<file path="src/rtl/reaction_bcd_converter_if.sv">
// Request/result bundle between the reaction timer core and the BCD converter.
// master: timer core side (drives start/bin_in, receives results).
// slave:  converter side (receives start/bin_in, drives busy/done/bcd/overflow/blank).
interface reaction_bcd_converter_if #(
   parameter int IN_W   = 14,
   parameter int DIGITS = 4
);
   logic                  start;
   logic [IN_W-1:0]       bin_in;
   logic                  busy;
   logic                  done;
   logic [4*DIGITS-1:0]   bcd;
   logic                  overflow;
   logic [DIGITS-1:0]     blank;

   modport master (
      output start, bin_in,
      input  busy, done, bcd, overflow, blank
   );

   modport slave (
      input  start, bin_in,
      output busy, done, bcd, overflow, blank
   );
endinterface

</file>
<file path="src/rtl/reaction_bcd_converter.sv">
// Purpose: iterative double-dabble binary-to-BCD converter, saturating to all nines.
// Latency: done pulses IN_W+1 cycles after an accepted start; one conversion per IN_W+2 cycles.
// Backpressure: none; start is only sampled in IDLE, requests while busy are dropped.
// Ports: CLK100MHZ (rising edge), reset (sync, active-high), bus (slave modport):
//   start/bin_in request, busy, done pulse, bcd (digit 0 in [3:0]), overflow, blank mask.
// Build option: define LZ_BLANK_EN to generate the leading-zero blank mask;
//   otherwise blank is tied to zero.
module reaction_bcd_converter #(
   parameter int IN_W   = 14,
   parameter int DIGITS = 4
) (
   input  logic                      CLK100MHZ,
   input  logic                      reset,
   reaction_bcd_converter_if.slave   bus
);

   function automatic int pow10(input int n);
      int r;
      r = 1;
      for (int i = 0; i < n; i++) r = r * 10;
      return r;
   endfunction

   localparam int              BCD_W   = 4 * DIGITS;
   localparam int              CNT_W   = $clog2(IN_W + 1);
   localparam logic [IN_W-1:0] MAX_BIN = IN_W'(pow10(DIGITS) - 1);
   localparam logic [CNT_W-1:0] LAST   = CNT_W'(IN_W - 1);

   typedef enum logic [1:0] {IDLE, SHIFT, DONE} state_t;

   state_t              state_q, state_d;
   logic [IN_W-1:0]     shift_q, shift_d;
   logic [BCD_W-1:0]    scratch_q, scratch_d;
   logic [BCD_W-1:0]    adj;
   logic [CNT_W-1:0]    cnt_q;
   logic                ovf_q;
   logic [BCD_W-1:0]    bcd_q;
   logic                overflow_q;

   // ---------------- FSM: state register ----------------
   always_ff @(posedge CLK100MHZ) begin
      if (reset) state_q <= IDLE;
      else       state_q <= state_d;
   end

   // ---------------- FSM: next state ----------------
   always_comb begin
      state_d = state_q;
      case (state_q)
         IDLE:    if (bus.start)      state_d = SHIFT;
         SHIFT:   if (cnt_q == LAST)  state_d = DONE;
         DONE:                        state_d = IDLE;
         default:                     state_d = IDLE;
      endcase
   end

   // ---------------- FSM: outputs ----------------
   always_comb begin
      bus.busy = (state_q == SHIFT);
      bus.done = (state_q == DONE);
   end

   // One double-dabble step: correct digits >= 5 so the following doubling
   // carries into the next digit, then shift the binary MSB into digit 0.
   always_comb begin
      adj = scratch_q;
      for (int i = 0; i < DIGITS; i++) begin
         if (scratch_q[4*i +: 4] >= 4'd5)
            adj[4*i +: 4] = scratch_q[4*i +: 4] + 4'd3;
      end
      scratch_d = {adj[BCD_W-2:0], shift_q[IN_W-1]};
      shift_d   = {shift_q[IN_W-2:0], 1'b0};
   end

   // Datapath. Result registers are loaded on the final shift edge so the new
   // value is already visible during the DONE cycle alongside the done pulse.
   always_ff @(posedge CLK100MHZ) begin
      if (reset) begin
         shift_q    <= '0;
         scratch_q  <= '0;
         cnt_q      <= '0;
         ovf_q      <= 1'b0;
         bcd_q      <= '0;
         overflow_q <= 1'b0;
      end else begin
         case (state_q)
            IDLE: begin
               if (bus.start) begin
                  if (bus.bin_in > MAX_BIN) begin
                     shift_q <= MAX_BIN;
                     ovf_q   <= 1'b1;
                  end else begin
                     shift_q <= bus.bin_in;
                     ovf_q   <= 1'b0;
                  end
                  scratch_q <= '0;
                  cnt_q     <= '0;
               end
            end
            SHIFT: begin
               shift_q   <= shift_d;
               scratch_q <= scratch_d;
               cnt_q     <= cnt_q + CNT_W'(1);
               if (cnt_q == LAST) begin
                  bcd_q      <= scratch_d;
                  overflow_q <= ovf_q;
               end
            end
            default: ;
         endcase
      end
   end

   assign bus.bcd      = bcd_q;
   assign bus.overflow = overflow_q;

`ifdef LZ_BLANK_EN
   logic [DIGITS-1:0] blank_q, blank_d;
   logic              zero_above;

   // Digit i is blanked when it and every digit above it are zero; digit 0
   // always shows. A saturated result displays every digit.
   always_comb begin
      blank_d    = '0;
      zero_above = 1'b1;
      for (int i = DIGITS - 1; i >= 1; i--) begin
         zero_above = zero_above & (scratch_d[4*i +: 4] == 4'd0);
         blank_d[i] = zero_above;
      end
      if (ovf_q) blank_d = '0;
   end

   always_ff @(posedge CLK100MHZ) begin
      if (reset)
         blank_q <= '0;
      else if (state_q == SHIFT && cnt_q == LAST)
         blank_q <= blank_d;
   end

   assign bus.blank = blank_q;
`else
   assign bus.blank = '0;
`endif

endmodule

</file>
<file path="src/flat_wrapper.sv">
// flat-port wrapper written by rule: the top's interface ports become plain ports
module reaction_bcd_converter_flat 
#(
   parameter int IN_W   = 14,
   parameter int DIGITS = 4
)
  (CLK100MHZ, reset, bus_start, bus_bin_in, bus_busy, bus_done, bus_bcd, bus_overflow, bus_blank);
  reaction_bcd_converter_if #(.IN_W(IN_W), .DIGITS(DIGITS)) bus_i ();
  input  logic CLK100MHZ;
  input  logic reset;
  input wire logic [$bits(bus_i.start)-1:0] bus_start;
  input wire logic [$bits(bus_i.bin_in)-1:0] bus_bin_in;
  output wire logic [$bits(bus_i.busy)-1:0] bus_busy;
  output wire logic [$bits(bus_i.done)-1:0] bus_done;
  output wire logic [$bits(bus_i.bcd)-1:0] bus_bcd;
  output wire logic [$bits(bus_i.overflow)-1:0] bus_overflow;
  output wire logic [$bits(bus_i.blank)-1:0] bus_blank;
  assign bus_i.start = bus_start;
  assign bus_i.bin_in = bus_bin_in;
  assign bus_busy = bus_i.busy;
  assign bus_done = bus_i.done;
  assign bus_bcd = bus_i.bcd;
  assign bus_overflow = bus_i.overflow;
  assign bus_blank = bus_i.blank;
  reaction_bcd_converter #(.IN_W(IN_W), .DIGITS(DIGITS)) u_core (.CLK100MHZ(CLK100MHZ), .reset(reset), .bus(bus_i));
endmodule
</file>
<file path="config.mk">
export PLATFORM = sky130hd
export DESIGN_NAME = reaction_bcd_converter_flat
export DESIGN_NICKNAME = d
export VERILOG_FILES = /design/src/rtl/reaction_bcd_converter_if.sv /design/src/rtl/reaction_bcd_converter.sv /design/src/flat_wrapper.sv
export SDC_FILE = /design/constraint.sdc
export NUM_CORES = 1
export LEC_CHECK = 0
export ABC_AREA = 1
export ABC_CLOCK_PERIOD_IN_PS = 1300
export BUFFER_PORTS_ARGS = -buffer_cell sky130_fd_sc_hd__buf_2
export CAP_MARGIN = 5
export CELL_PAD_IN_SITES_DETAIL_PLACEMENT = 0
export CELL_PAD_IN_SITES_GLOBAL_PLACEMENT = 2
export CORE_MARGIN = 2
export CORE_UTILIZATION = 28
export CTS_CLUSTER_SIZE = 30
export DETAILED_ROUTE_END_ITERATION = 16
export GPL_TIMING_DRIVEN = 1
export PLACE_DENSITY = 0.78
export SLEW_MARGIN = 30
export SYNTH_ARGS = -nofsm -noshare
export SYNTH_HDL_FRONTEND = slang
export SYNTH_SLANG_ARGS = --single-unit
</file>
<file path="constraint.sdc">
create_clock -name CLK100MHZ -period 1.3 [get_ports CLK100MHZ]
set_clock_uncertainty 0.15 [all_clocks]
set_input_delay 0.065 -clock CLK100MHZ [delete_from_list [all_inputs] [get_ports CLK100MHZ]]
set_output_delay 0.065 -clock CLK100MHZ [all_outputs]
set_load 0.05 [all_outputs]
</file>
==> results of run 1 <==
-- cell usage in the layout (no fill, tap or decap), types with 2 or more instances in the layout --
master          n
nor3_2          3
nand2_2        13
nor3_1          3
a21oi_2         9
ha_4            5
inv_1          18
o21bai_1        9
o21ai_0        10
nand3_4         7
dlygate4sd3_1  14
buf_12          5
nand2_1        64
conb_1          4
buf_6           8
dfxtp_2         7
inv_4           8
buf_4          35
clkinv_2        2
inv_6           2
dfxtp_1        42
o21ai_2         4
ha_2            4
clkbuf_8        5
nor2_1         12
inv_2           8
nand4_1         8
clkbuf_16       2
a22oi_2         4
a21oi_1        24
nor2_4          2
nand3_2        11
dfxtp_4         5
nand3_1        37
buf_2          33
nand2_4        14
-- tightest hold or removal path: cells and delay by family --
kind	cells	cell delay, ns
AO/OA/AOI/OAI	1	0.07
buffers and inverters	2	0.27
AND/OR/NAND/NOR	1	0.09
-- cell type report --
cell class / count / share of cell area [%]
Timing Repair Buffer: 98 / 20.13
Tap cell: 111 / 3.397
Inverter: 37 / 4.315
Sequential cell: 54 / 27.11
Multi-Input combinational cell: 254 / 42.38
Clock inverter: 3 / 0.9792
Clock buffer: 5 / 1.683
-- worst paths after layout --
kind         slack [ns]                    to                 start
min                0.07     u_core.state_q[0]             bus_start
max reg2reg       -0.05     u_core.bus.bcd[3]       u_core.cnt_q[1]
max               -0.06              bus_busy     u_core.state_q[0]
min reg2reg        0.32  u_core.scratch_q[15]  u_core.scratch_q[15]
-- layer usage --
layer  vias to the layer above  wire length [um]  part of all wire [%]
met4                         0               133                   1.7
met2                        44              3790                    49
met3                        14               206                   2.7
met5                         -                 0                     0
met1                      1262              3542                    46
li1                       1369                 -                     -
-- repair_timing --
item,CTS,global route
gates cloned,0,3
hold endpoints to repair,14,0
pin swaps,14,36
endpoints found under the setup margin,53,53
buffers inserted,7,6
gates resized for setup,66,91
hold buffers,14,0
-- metrics by stage --
step                      std cells  power (mW)  worst slack, ns  area [um^2]
after floorplan                 363       1.966         0.005377         2663
after global placement          524       2.085         -0.08778         3141
after detailed placement        524       2.087          -0.1225         3141
after CTS                       553       3.265         -0.05954         3627
after global routing            562       3.473          -0.1508         4089
final                           562       3.331         -0.06038         4089
-- power by group --
part           switching [mW]  leakage (nW)  total (mW)  internal, mW
Combinational           0.263          1.43       0.483         0.220
Clock                   0.557        0.0579        1.12         0.568
Sequential             0.0359         0.445        1.72          1.69
Total                   0.855          1.94        3.33          2.48
-- flip-flops by register name, summed over array words and instances, names as in the netlist --
name / cells
u_core.cnt_q: 4
u_core.scratch_q: 16
u_core.bus.bcd: 16
u_core.shift_q: 14
u_core.bus.overflow: 1
u_core.ovf_q: 1
u_core.state_q: 2
-- kinds of logic after synthesis --
kind of cell / after synthesis / share of synthesized area, %
AOI/OAI and AO/OA: 65 / 14.16
buffers and inverters: 55 / 9.981
other: 1 / 0.1438
and+or+nand+nor: 175 / 29.46
adders and majority gates: 10 / 4.798
DFF: 54 / 41.46
==> reports/results.ini, run 1 <==
[placement]
numPortBuffers=35
dp_hpwl_um=4784
gp_congestion=0.8234

[yosys]
yosysTopAreaCell=dfxtp_1
ys_types=24
yosysWarnings=0
yosys-top-cells-area=dfxtp_1 (41%), nand2_1 (13%), nand3_1 (11%)
synth_cells=360
synth_edf_count=0
ys_seq_elements=54
yosysMostFrequentCell=nand2_1
synth-seq-area-share_pct=41.46
synthArstFlopShare_pct=0
synth_commonest_cells=nand2_1 (89), nand3_1 (55), dfxtp_1 (54), inv_1 (35), a21oi_1 (33)
ys.flop_type=dfxtp_1
synthDominantCellAreaShare_pct=41.46
netlist_area_um2=2608
avgSynthCellArea_um2=7.243

[setup_path]
crit_path_start_kind=flip-flop
path_max_fanout=4
worst_ep_arrival_time_ns=1.15
crit_slowest_cell=dfxtp_4
cpPeakStageDelay_ns=0.41
crit_top_cell=buf_12
cp.required_ns=1.09
cp_top_family=flip-flops
crit_path_end_kind=output port
crit_type=reg2out
path_buf_inv=3
path_cells=nand2_4, inv_6, buf_12, buf_12
rr_worst_depth=7
cp.depth=4

[cts]
root_buffer=clkbuf_8
clock_latency_ns=0.31
cts_buffers=5
clock-sinks=54
cts_buffer_depth=2
cts_tree=yes
cts-htree-levels=2
clk_pin_slew_worst_paths_ns=0.10

[floorplanning]
io_pins=40
die_area_um2=10100
die_y_um=100.5
row_count=35
coreArea_um2=9153
die_x_um=100.5
initial_utilization_pct=28.49

[run]
drv_cap=0

[power]
power_density_nw_per_um2=814.7
p_leak_nw=1.936
ir_drop_mv=0.5211

[status]
outcome=complete, but fails checks
violations=setup timing

[detailed_routing]
first_pass_iters=4
drc=0
drt_iter0_drc=128
via_per_inst=4.785
drt_wl_total_um=7673
num_vias=2689
routedWlPerCell_um=13.65
ant_nets=0

[global_route]
antenna_found_initial=0
grt.met1_usage_pct=19.44
met3_usage_pct=3.051
use_met2_pct=25.25
grt_max_degree=27
grt_busiest_layer=met2
overflow=0
grt_pass1_vias=2502
grtUsageTotal_pct=15.07
grt_pass1_wl_um=12100

[layout]
ff_latch_area_um2=1109
antenna-diode-count=0
syn2layout_area_growth_pct=56.81
drive_above_1_share_pct=45.01
finish.utilization_pct=44.68
multi_input_area_um2=1733
fin_nets=477
fillers=899

[min_path]
hold_class=in2reg
hold-path-cell-count=4

[sta]
holdWs_ns=0.07127
tns_ns=-0.6990
fin_crit_ns=1.360
rsz0062_at_grt=true
setup_slack_ns=-0.06038
max_freq_mhz=735.1
drv_slew=0
finalCritPeriodShare_pct=104.6
hold_viol_final=0
setup-violations-final=23

(Power assumes the default switching activity.)
==> inputs of run 2 (changes only) <==
- ABC_CLOCK_PERIOD_IN_PS: 1300 -> 1500
- BUFFER_PORTS_ARGS: -buffer_cell sky130_fd_sc_hd__buf_2 -> not set
- CORE_UTILIZATION: 28 -> 32
- DONT_BUFFER_PORTS: not set -> 1
- PLACE_DENSITY: 0.78 -> 0.76
- clock period: 1.3 -> 1.5 ns (I/O delays scaled with it)
==> run 2 against run 1 <==
Compared with the run above:
- the run now ends clean
- cell area is 17% lower
- first-iteration DRC count down 33%
- highest routed layer unchanged
- routed wire length is 12% lower
- cell count fell by 8.2%
- via count is 9.0% lower
- sequential power decreased by 13%
- utilization decreased by 1.2 points
- clock power fell by 16%
- die area down 12%
- sequential cell count did not move
- largest cell class unchanged
==> reports/results.ini, run 2 (synthesis gave the netlist of run 1 again) <==
[status]
outcome=finished, final reports clean

[setup_path]
rr_worst_depth=6
worst_ep_arrival_time_ns=1.20
crit_slowest_cell=dfxtp_1
crit_path_start_kind=flip-flop
r2r_end=u_core.bus.bcd[15]
endpoint=bus_busy
path_cells=inv_2, nand2_4, inv_4, buf_12, buf_6
cp.depth=5
cp.required_ns=1.27
cp-startpoint=u_core.state_q[1]
path_max_fanout=14
reg2reg_from=u_core.cnt_q[0]
crit_type=reg2out
crit_path_end_kind=output port
path_buf_inv=4
r2r_slack_ns=0.11
cp_top_family=buffers and inverters
cpPeakStageDelay_ns=0.32

[layout]
fin_nets=440
finish.utilization_pct=43.45
final_area_um2=3392
syn2layout_area_growth_pct=30.09
drive_above_1_share_pct=19.57
layout_common_cells=nand2_1 (84), dfxtp_1 (52), nand3_1 (51), buf_4 (38), a21oi_1 (33)
final_common_cell=nand2_1
antenna-diode-count=0

[placement]
dp_slack_ns=0.05160
gp_congestion=0.8702
numPortBuffers=0
dp_hpwl_um=4517
dpl_cell_area_um2=2978

[power]
power.total_mw=2.744
power_frac_clock_pct=34.1
p_sw_mw=0.6720
p_leak_nw=1.507
p_int_mw=2.072
swShare_pct=24.49
ir_drop_mv=0.3011
power_density_nw_per_um2=809.0
combPwrFrac_pct=11.5
pwr-share-seq_pct=54.4

[detailed_routing]
via_per_inst=4.740
ant_nets=0
routedWlPerCell_um=13.09
num_vias=2446
drc=0
drt_wl_total_um=6753
first_pass_iters=5
drt_iter0_drc=86

[cts]
clock_latency_ns=0.31
clk_pin_slew_worst_paths_ns=0.10
root_buffer=clkbuf_8
cts_buffers=5
cts-htree-levels=2
clock-sinks=54
cts_tree=yes
cts_buffer_depth=2

[global_route]
grt_pass1_wl_um=10880
grt_pass1_vias=2270
grtUsageTotal_pct=15.73
antenna_found_initial=0
overflow=0
grt_max_degree=27

[run]
drv_cap=0

[floorplanning]
initial_utilization_pct=33.40
die_x_um=94.27
die_y_um=94.27
die_area_um2=8887
row_count=32
io_pins=40
coreArea_um2=7807

[min_path]
hold_class=in2reg

[sta]
drv_slew=0
max_freq_mhz=702.3
finalCritPeriodShare_pct=94.93
tns_ns=0
fin_crit_ns=1.424
setup_slack_ns=0.07611
hold_viol_final=0
setup-violations-final=0

==> run 2: cell count changes in the layout (fill, tap and decap cells not counted), moves of 8 or more <==
cell     previous run  this run
inv_1              18        30
buf_2              33         0
nand3_2            11         3
nand2_4            14         1
nand2_1            64        84
a21oi_2             9         0
nand3_1            37        51
a21oi_1            24        33
dfxtp_1            42        52
==> run 2: power groups by stage <==
stage          Combinational, mW  Clock (mW)  Sequential, mW
2_1_floorplan              0.182           0            1.52
3_3_place_gp               0.235           0            1.52
3_5_place_dp               0.234           0            1.52
4_1_cts                    0.281       0.971            1.49
5_1_grt                    0.350        1.03            1.50
6_report                   0.315       0.937            1.49
==> run 2: worst min path at each step <==
stage                   start                  end  slack [ns]  cells past startpoint
2_1_floorplan  bus_bin_in[10]   u_core.shift_q[10]        0.11                      2
3_3_place_gp            reset  u_core.scratch_q[2]      -0.003                      1
3_5_place_dp            reset  u_core.scratch_q[2]      -0.001                      1
4_1_cts                 reset  u_core.scratch_q[2]       -0.34                      1
5_1_grt                 reset    u_core.state_q[1]        0.04                      3
6_report                reset    u_core.state_q[1]       0.009                      3
==> run 2: area by class of cell <==
class / instances / area (um^2)
clock buffers: 8 / 110.1
multi-input cells: 254 / 1348
repair buffers: 61 / 579.3
inverters: 37 / 143.9
flip-flops and latches: 54 / 1084
fillers: 822 / 4415
well taps: 102 / 127.6
==> run 2: layer usage <==
metal  vias to the layer above  GRT usage (%)  wire length [um]
li1                       1290              -                 -
met1                      1114          22.16              3478
met2                        38          24.76              3000
met3                         4          2.809               226
met4                         0          3.986                48
met5                         -              0                 0
==> run 2: metrics by stage <==
stage / std cells / hold slack [ns]
after CTS: 509 / -0.3355
after global placement: 489 / -0.002897
after detailed placement: 489 / -0.001467
after global routing: 516 / 0.03765
after floorplan: 363 / 0.1058
final: 516 / 0.009185
==> run 2: tightest hold or removal path: stages <==
cell and delay [ns]:
inv_1 0.12, nand2_2 0.14, inv_4 0.08
==> run 2: repair_timing <==
action                                  in CTS  in global routing
endpoints found under the setup margin       1                 28
pin swaps                                    0                  2
hold buffers                                11                  7
setup buffers                                0                  0
cloned                                       1                  0
hold endpoints to repair                    36                 25
gates resized for setup                      4                 25
